$ cat config.mk
export PLATFORM = sky130hd
export DESIGN_NAME = usb_tx_hash_feeder
export DESIGN_NICKNAME = d
export VERILOG_FILES = /design/src/rtl/usb_tx_hash_feeder.sv
export SDC_FILE = /design/constraint.sdc
export NUM_CORES = 1
export LEC_CHECK = 0
export CORE_UTILIZATION = 30
export DETAILED_ROUTE_END_ITERATION = 12
export SLEW_MARGIN = 15
export SYNTH_ARGS = -nofsm -noshare
export SYNTH_HDL_FRONTEND = slang
export SYNTH_SLANG_ARGS = --single-unit
export TNS_END_PERCENT = 100
$ cat constraint.sdc
create_clock -name clk -period 26.7 [get_ports clk]
set_input_delay 5.34 -clock clk [delete_from_list [all_inputs] [get_ports clk]]
set_output_delay 5.34 -clock clk [all_outputs]
set_load 0.02 [all_outputs]
$ cat src/rtl/usb_tx_hash_feeder.sv
// Feeds a 256-bit hash to the USB TX top level as PID word + 16 words on read_enable rising edges.
// Optional watchdog abort: define FEED_TIMEOUT_EN.
module usb_tx_hash_feeder #(
   parameter int unsigned NUM_WORDS      = 16,
   parameter logic [15:0] PID_WORD       = 16'h80D2,
   parameter int unsigned START_CYCLES   = 2,
   parameter int unsigned TIMEOUT_CYCLES = 4096
) (
   input  logic                    clk,
   input  logic                    rst,
   input  logic                    load,
   input  logic [NUM_WORDS*16-1:0] hash_in,
   input  logic                    read_enable,
   input  logic                    tx_error,
   input  logic                    eop_in,
   output logic                    transmit_start,
   output logic [15:0]             tx_data,
   output logic                    busy,
   output logic                    done,
   output logic                    feed_error
);
   localparam int unsigned HW = NUM_WORDS * 16;
   localparam int unsigned IW = $clog2(NUM_WORDS);
   localparam int unsigned CW = IW + 1;
   localparam int unsigned SW = $clog2(START_CYCLES) + 1;

   typedef enum logic [1:0] {IDLE, START, STREAM, WAIT_EOP} state_t;

   state_t          state_q, state_d;
   logic [CW-1:0]   cnt_q, cnt_d;
   logic [HW-1:0]   hash_q, hash_d;
   logic [15:0]     tx_data_q, tx_data_d;
   logic [SW-1:0]   sc_q, sc_d;
   logic            ts_q, ts_d;
   logic            busy_q, busy_d;
   logic            done_q, done_d;
   logic            ferr_q, ferr_d;
   logic            pend_q, pend_d;
   logic            re_q, eop_q;
   logic            re_rise_c, abort_c, timeout_c;
   logic [IW-1:0]   widx_c;
   logic [15:0]     word_c;

   assign re_rise_c = read_enable & ~re_q;
   // Word 0 is the most significant 16 bits of the hash.
   assign widx_c    = IW'(NUM_WORDS - 1) - cnt_q[IW-1:0];
   assign word_c    = hash_q[{widx_c, 4'b0000} +: 16];
   assign abort_c   = (state_q != IDLE) && (tx_error || timeout_c);

`ifdef FEED_TIMEOUT_EN
   localparam int unsigned TW = $clog2(TIMEOUT_CYCLES) + 1;
   logic [TW-1:0] wd_q, wd_d;

   assign timeout_c = (state_q != IDLE) && (wd_q == TW'(TIMEOUT_CYCLES - 1));

   // Watchdog restarts on any state change or TX word request.
   always_comb begin
      wd_d = '0;
      if ((state_d == state_q) && !re_rise_c && (state_q != IDLE)) wd_d = wd_q + TW'(1);
   end

   always_ff @(posedge clk or posedge rst) begin
      if (rst) wd_q <= '0;
      else     wd_q <= wd_d;
   end
`else
   assign timeout_c = 1'b0;
`endif

   always_comb begin
      state_d   = state_q;
      cnt_d     = cnt_q;
      hash_d    = hash_q;
      tx_data_d = tx_data_q;
      sc_d      = sc_q;
      ts_d      = ts_q;
      pend_d    = pend_q;
      done_d    = 1'b0;
      ferr_d    = 1'b0;
      case (state_q)
         IDLE: begin
            if (load) begin
               hash_d    = hash_in;
               tx_data_d = PID_WORD;
               ts_d      = 1'b1;
               sc_d      = '0;
               cnt_d     = '0;
               pend_d    = 1'b0;
               state_d   = START;
            end
         end
         START: begin
            if (re_rise_c) pend_d = 1'b1;
            if (sc_q == SW'(START_CYCLES - 1)) begin
               ts_d    = 1'b0;
               pend_d  = 1'b0;
               state_d = STREAM;
               cnt_d   = '0;
               // An early request is served as the first word on STREAM entry.
               if (pend_q || re_rise_c) begin
                  tx_data_d = word_c;
                  cnt_d     = CW'(1);
               end
            end else begin
               sc_d = sc_q + SW'(1);
            end
         end
         STREAM: begin
            if (re_rise_c) begin
               tx_data_d = word_c;
               if (cnt_q == CW'(NUM_WORDS - 1)) begin
                  cnt_d   = CW'(NUM_WORDS);
                  state_d = WAIT_EOP;
               end else begin
                  cnt_d = cnt_q + CW'(1);
               end
            end
         end
         WAIT_EOP: begin
            if (eop_q && !eop_in) begin
               done_d  = 1'b1;
               cnt_d   = '0;
               state_d = IDLE;
            end
         end
         default: state_d = IDLE;
      endcase
      if (abort_c) begin
         state_d   = IDLE;
         ts_d      = 1'b0;
         cnt_d     = '0;
         pend_d    = 1'b0;
         tx_data_d = tx_data_q;
         done_d    = 1'b0;
         ferr_d    = 1'b1;
      end
      busy_d = (state_d != IDLE);
   end

   always_ff @(posedge clk or posedge rst) begin
      if (rst) begin
         state_q   <= IDLE;
         cnt_q     <= '0;
         hash_q    <= '0;
         tx_data_q <= 16'h0000;
         sc_q      <= '0;
         ts_q      <= 1'b0;
         busy_q    <= 1'b0;
         done_q    <= 1'b0;
         ferr_q    <= 1'b0;
         pend_q    <= 1'b0;
         re_q      <= 1'b0;
         eop_q     <= 1'b0;
      end else begin
         state_q   <= state_d;
         cnt_q     <= cnt_d;
         hash_q    <= hash_d;
         tx_data_q <= tx_data_d;
         sc_q      <= sc_d;
         ts_q      <= ts_d;
         busy_q    <= busy_d;
         done_q    <= done_d;
         ferr_q    <= ferr_d;
         pend_q    <= pend_d;
         re_q      <= read_enable;
         eop_q     <= eop_in;
      end
   end

   assign transmit_start = ts_q;
   assign tx_data        = tx_data_q;
   assign busy           = busy_q;
   assign done           = done_q;
   assign feed_error     = ferr_q;
endmodule

Yosys cells after proc, flatten, opt, wreduce, memory -nomap -nowiden
Index checks and enable logic that the tools add are counted.
- bitwise gates (word level): 3
- reductions and logical operators: 16
- shift operators: 1
- equal/unequal tests: 15
- div/mod/pow operators: 0
- order comparisons: 0
- add/sub/neg operators: 3
- multiply operators: 0
- multiplexer cells: 36
- operators with widths (cell ; number):
    $shiftx 256x9->16 ; 1
    $mux 16 ; 4
    $pmux 16 s3 ; 1
    $mux 5 ; 6
    $pmux 5 s4 ; 1
    $mux 2 ; 8
    $mux 1 ; 12
    $ne 3x3->1 const B ; 4
    $ne 2x2->1 const B ; 5
    $reduce_and 3->1 ; 3
    $pmux 2 s4 ; 1
    $reduce_and 6->1 ; 1
    $reduce_bool 2->1 ; 3
    $reduce_bool 3->1 ; 2
    $add 5x1->5 const B ; 1
    $eq 5x4->1 const B ; 1
    $eq 2x1->1 const B ; 2
    $eq 2x2->1 const B ; 2
    $ne 4x4->1 const B ; 1
    $pmux 1 s2 ; 2
    $pmux 2 s2 ; 1
    $reduce_and 4->1 ; 1
    $sub 4x4->4 const A ; 1
    $add 2x1->2 const B ; 1
    other kinds (7) ; 9
- bits in writable memories: 0
- logic and storage cells: 86
- ROM bits: 0
- input bits: 262
- bits in latches: 0
- memories kept: 0
- register bits after elaboration: 288

Longest topological paths before layout
Gate-level depths: netlist (run 1).
- word-level depth: 7
- depth in mapped cells: 10

Least setup slack after synthesis (run 1)
OpenSTA, ideal clock, no wires.
- path kind: in2reg
- start: in tx_error
- end: reg cnt_q[3]
- buffers on the path: 1
- arrival: 6.375 ns
- stages on the path: 5
- path slack: 20.230 ns
- path through: nor2b_1 > buf_2 > or3_1 > or2_0 > o31ai_1
- cells in the longest elaborated chain, start to end: 3
- ends and longest elaborated chain (item ; line ; RTL):
    start: declaration ; 14 ; input logic tx_error,
    $logic_and 1x1->1 (*) ; 48 ; assign abort_c = (state_q != IDLE) && (tx_error || timeout_c);
    via abort_c ; 40 ; logic re_rise_c, abort_c, timeout_c;
    $ne 3x3->1 (no line) ; n/a ;
    $reduce_and 4->1 (no line) ; n/a ;
    end signal: assignment ; 156 ; cnt_q <= cnt_d;
    end: declaration ; 30 ; logic [CW-1:0] cnt_q, cnt_d;
Mark *: on every way through the listed nets, which the timed path passes. The rest lies on a longest branch.
A chain may end at the register's enable or synchronous reset.

Worst setup path in the final report (run 1)
- start: in load
- end: reg hash_q[15]
- cells in the longest elaborated chain, start to end: 1
- ends and longest elaborated chain (item ; line ; RTL):
    start: declaration ; 11 ; input logic load,
    $reduce_and 2->1 (no line) ; n/a ;
    end signal: assignment ; 157 ; hash_q <= hash_d;
    end: declaration ; 31 ; logic [HW-1:0] hash_q, hash_d;
No other way between the ends.

==> results of run 1 <==
area by class of cell:
| class | instances | area share, % |
|---|---|---|
| sequential | 288 | 41.5 |
| antenna | 1 | 0.0144 |
| inverter | 10 | 0.259 |
| tap | 539 | 3.88 |
| timing repair buffer | 292 | 16.7 |
| multi-input combinational | 484 | 30.7 |
| clock buffer | 52 | 6.22 |
| clock inverter | 10 | 0.777 |
stage by stage:
step / power (mW) / setup slack, ns / utilization [%] / area (sq um) / hold WS, ns
detailed placement: 1.40 / 17.95 / 38.3 / 16200 / 0.488
global route: 2.00 / 18.31 / 41.2 / 17400 / 0.514
finish: 1.88 / 18.55 / 41.2 / 17400 / 0.498
CTS: 1.91 / 18.51 / 41.2 / 17400 / 0.500
floorplan: 1.21 / 13.41 / - / 12900 / 0.474
global placement: 1.38 / 17.96 / 38.3 / 16200 / 0.481
sequential cells by signal, indices dropped and copies added (netlist names):
| signal | flops |
|---|---|
| busy | 1 |
| cnt_q | 5 |
| done | 1 |
| eop_q | 1 |
| feed_error | 1 |
| hash_q | 256 |
| pend_q | 1 |
| re_q | 1 |
| sc_q | 2 |
| state_q | 2 |
| transmit_start | 1 |
| tx_data | 16 |
cell usage after synthesis, types with 10 or more instances:
| cell | n | area (sq um) |
|---|---|---|
| mux4_2 | 59 | 1330 |
| mux2_2 | 261 | 2940 |
| dfrtp_1 | 288 | 7210 |
| mux2i_1 | 11 | 110 |
| clkbuf_1 | 12 | 45.0 |
| o21ai_0 | 10 | 50.1 |
| a22oi_1 | 22 | 165 |
| inv_1 | 10 | 37.5 |
| nor2_1 | 13 | 48.8 |
| nand2_1 | 25 | 93.8 |
| a22o_1 | 12 | 105 |
| a21oi_1 | 13 | 65.1 |
| buf_2 | 33 | 165 |
per-layer routing:
metal / share of wire, % / global-route usage (%) / up-vias
li1: - / - / 3677
met1: 42 / 20.3 / 4097
met2: 49 / 26.8 / 183
met3: 5.9 / 4.11 / 60
met4: 2.9 / 6.26 / 6
met5: 0.11 / 0 / -
critical path: stages:
cell             delay (ns)
clkdlybuf4s50_1        0.51
nand2_4                0.40
buf_4                  0.90
buf_4                  0.86
mux2_2                 0.42
cell families after synthesis:
logic type | Yosys count | synth area share [%]
mux | 331 | 33.9
buf+inv | 68 | 2.89
simple gates | 67 | 2.50
compound gates | 79 | 4.18
flops | 288 | 55.8
fa+ha+maj | 7 | 0.679
power groups by stage:
stage	Clock [mW]	Combinational, mW	Sequential, mW
floorplan	0	0.470	0.736
finish	0.497	0.621	0.760
global route	0.530	0.678	0.789
global placement	0	0.622	0.759
CTS	0.515	0.635	0.761
detailed placement	0	0.632	0.768
final timing paths:
kind | from | to | slack [ns] | cells after the start
max | load | hash_q[15] | 18.55 | 5
min reg2reg | hash_q[58] | hash_q[58] | 0.50 | 1
max reg2reg | state_q[0] | hash_q[15] | 22.99 | 6
min in group asynchronous | rst | hash_q[118] | 5.28 | 2
min | hash_q[58] | hash_q[58] | 0.50 | 1
max in group asynchronous | rst | hash_q[173] | 19.53 | 4
==> reports/qor.txt, run 1 <==
max-cap viol count -> 0
total track usage -> 16.2%
PortBufs -> 281
Non-Filler Instances -> 1676
clock slew at reported path FFs -> 0.05 ns
power per cell area -> 108 mW/mm^2
Inserted Clock Buffers -> 36
RSZ-0062 raised after global routing -> no
Clock Latency Late Sink -> 0.54 ns
post-CTS setup buffers -> 0
Detailed Route Iter0 Violations -> 309
final hold violations -> 0
CP Launch Type -> primary input
Psw -> 543 uW
root buffer cell -> clkbuf_16
multi-input logic area -> 0.00534 sq mm
# hold bufs at CTS -> 0
Post-Syn Area -> 0.0129 sq mm
placed instance count -> 1613
DRC -> 0
Post-synth EDFFs -> 0
layout cells sized above 1 -> 34.9%
CTS tree -> yes
DR WL/cell -> 20.7 um
switching part of the total -> 28.9%
CP endpoint kind -> flip-flop
Comb power frac -> 33.1%
Crit path arrival time -> 8.57 ns
Initial Util -> 30.6%
post-synthesis average cell area -> 15.4 sq um
die height -> 209 um
clock buffer depth -> 3
Total Wirelength -> 34700 um
FP Rows -> 75
P_leak -> 6.92 nW
global placement routability congestion -> 0.768
async set or reset register ratio after synthesis -> 100%
vias -> 8023
first-pass GRT wire length -> 53100 um
Synth warnings -> 0
H-tree depth -> 2
Worst Skew -> 0.0135 ns
number of global-route vias before repair -> 8769
CP required -> 27.11 ns
post-DR vias/cell -> 4.79
synthesis-to-finish area growth -> 34.7%
Tmin final -> 8.15 ns
Rel. slew slack -> 26.6%
DRT Pass-1 Iters -> 4
Final Cycle Share -> 30.5%
DP HPWL -> 24300 um
worst hold path type -> flip-flop to flip-flop
Final ANT Viol Nets -> 0
initial antenna violation count -> 3
Syn Nets -> 1109
Slew Limit Fails -> 0
Final TNS setup -> 0 ns
most common cell after layout, fill and taps aside -> dfrtp_1
Slew @ Worst Pin -> 1.10 ns
Internal Power -> 1.34 mW
number of fill cells in the layout -> 3942
#FFs+latches synth -> 288
critical path class -> primary input to flip-flop
floorplan core area -> 0.0422 sq mm
Fmax -> 123 MHz
VDD IR max -> 0.0455 mV
outcome -> complete, no violations
sequential share of power -> 40.5%
crit path max fanout -> 81
post_cts resized -> 0
# setup viols final -> 0
Unique masters post-synth -> 38
remaining global-route overflow -> 0
clk sink count -> 288
commonest non-fill, non-tap cells in the layout -> dfrtp_1 (285), clkdlybuf4s50_1 (281), mux2_2 (261)
clock group share of total power -> 26.5%
Die Width -> 209 um
Ports -> 282
largest net degree at the start of global routing -> 87
Final nets -> 1381
Cells after Synth -> 840
register area -> 0.00722 sq mm
Primary FF master, synth -> dfrtp_1
die area -> 0.0439 sq mm
Seq/Total Area, Yosys -> 55.8%
(Power assumes the default switching activity.)
==> inputs of run 2 (changes only) <==
==> constraint.sdc (replaced) <==
create_clock -name clk -period 7.44 [get_ports clk]
set_input_delay 1.488 -clock clk [delete_from_list [all_inputs] [get_ports clk]]
set_output_delay 1.488 -clock clk [all_outputs]
set_load 0.02 [all_outputs]
==> reports/qor.txt, run 2 (synthesis results as in run 1) <==
CP required -> 7.80 ns
Internal Power -> 4.77 mW
P_leak -> 6.90 nW
first-pass GRT wire length -> 53800 um
max reg flops -> 256
Final ANT Viol Nets -> 0
ANT cells -> 0
clk sink count -> 288
Final Cycle Share -> 46.5%
layout cells sized above 1 -> 34.7%
largest stage delay on the critical path -> 0.73 ns
r2r endpoint -> tx_data[9]
Final WS setup -> 3.98 ns
root buffer cell -> clkbuf_16
critical path class -> primary input to flip-flop
Critical R2R Launch -> cnt_q[0]
CTS tree -> yes
fin util -> 41.1%
DR WL/cell -> 20.9 um
crit path max fanout -> 16
Worst Skew -> 0.0173 ns
post-DR vias/cell -> 4.78
worst hold path type -> flip-flop to flip-flop
CP Launch Type -> primary input
hold path startpoint -> hash_q[15]
Final nets -> 1380
Initial Util -> 30.6%
Detailed Route Iter0 Violations -> 410
die area -> 0.0439 sq mm
Hold Path Stages -> 1
post_cts resized -> 0
Total Wirelength -> 35000 um
Rel. slew slack -> 31.2%
synthesis-to-finish area growth -> 34.5%
Worst Path Buf+Inv -> 1
remaining global-route overflow -> 0
post-CTS setup buffers -> 0
clock buffer depth -> 3
outcome -> complete, no violations
Cell Chain, Critical Path -> clkdlybuf4s50_1 -> nor2b_1 -> nor2_1 -> nand3_1 -> nor2_2 -> a31oi_1
vias -> 8002
Final TNS setup -> 0 ns
floorplan core area -> 0.0422 sq mm
crit-path leading delay family -> simple AND/OR/NAND/NOR gates
Fmax -> 289 MHz
sequential share of power -> 40.7%
DRT Pass-1 Iters -> 4
commonest non-fill, non-tap cells in the layout -> dfrtp_1 (285), clkdlybuf4s50_1 (281), mux2_2 (261)
Ports -> 282
FP Rows -> 75
global placement routability congestion -> 0.819
FF-to-FF path depth -> 5
Comb power frac -> 33.1%
initial antenna violation count -> 1
number of fill cells in the layout -> 3901
Hold Path Sink -> hash_q[15]
placed instance count -> 1612
Non-Filler Instances -> 1673
# hold bufs at CTS -> 0
H-tree depth -> 2
largest net degree at the start of global routing -> 145
DP HPWL -> 24400 um
R2R Setup Slk -> 4.46 ns
Crit path arrival time -> 3.81 ns
DRC -> 0
max-cap viol count -> 0
Reg with most FFs -> hash_q
PortBufs -> 281
post-place setup slack -> 3.46 ns
Clock Latency Late Sink -> 0.54 ns
most common cell after layout, fill and taps aside -> dfrtp_1
switching part of the total -> 29.3%
final hold violations -> 0
CP max-delay cell -> nor2_2
Inserted Clock Buffers -> 36
die height -> 209 um
Psw -> 1.97 mW
RSZ-0062 raised after global routing -> no
number of global-route vias before repair -> 8891
clock group share of total power -> 26.2%
tightest hold margin -> 0.498 ns
CP endpoint kind -> flip-flop
VDD IR max -> 0.185 mV
clock slew at reported path FFs -> 0.06 ns
Tmin final -> 3.46 ns
total track usage -> 16.3%
Slew @ Worst Pin -> 1.03 ns
# setup viols final -> 0
Die Width -> 209 um
Slew Limit Fails -> 0
power per cell area -> 388 mW/mm^2
==> run 2: cell types whose count changed in the layout (fill, tap and decap cells not counted), sizes merged <==
cell	before	now
bufinv	3	4
clkbuf	52	47
buf	11	10
diode	1	0
clkinv	4	8
inv	12	11
==> run 2: power by group through the flow <==
stage          logic [mW]  registers (mW)  clock network (mW)
5_1_grt              2.42            2.85                1.90
6_report             2.23            2.74                1.77
2_1_floorplan        1.69            2.64                   0
3_5_place_dp         2.26            2.77                   0
4_1_cts              2.27            2.75                1.83
3_3_place_gp         2.22            2.74                   0
==> run 2: layout make-up <==
cell class / count / area (sq um) / share of cell area (%)
sequential: 288 / 7220 / 41.6
multi-input combinational: 484 / 5340 / 30.7
timing repair buffer: 291 / 2910 / 16.8
clock buffer: 47 / 1000 / 5.78
tap: 539 / 674 / 3.88
clock inverter: 14 / 178 / 1.02
inverter: 10 / 41.3 / 0.238
==> run 2: metrics by stage <==
stage                     cell area, sq um  total power [mW]
after global placement               16200              4.96
final                                17400              6.74
after CTS                            17400              6.85
after floorplan                      12900              4.33
after global routing                 17400              7.17
after detailed placement             16200              5.03
==> run 2: worst max path at each step <==
stage	slack, ns	start	to	cells past startpoint
floorplan	2.13	rst	busy	1
global placement	3.51	load	hash_q[141]	4
detailed placement	3.46	tx_error	tx_data[1]	6
CTS	4.01	tx_error	tx_data[1]	6
global route	3.72	tx_error	tx_data[1]	6
finish	3.98	tx_error	tx_data[1]	6
==> run 2: worst reg2reg max path, delay by kind of cell (launching register included) <==
family | cells | cell delay [ns]
AO/OA/AOI/OAI | 2 | 0.62
buffers and inverters | 1 | 0.70
flip-flops | 1 | 0.81
multiplexers | 1 | 0.65
AND/OR/NAND/NOR | 1 | 0.10
==> run 2: layer usage <==
| layer | wire length [um] | track usage [%] |
|---|---|---|
| met1 | 15100 | 20.6 |
| met5 | 10 | 0 |
| met4 | 1000 | 6.21 |
| met3 | 1920 | 4.14 |
| met2 | 17000 | 26.6 |
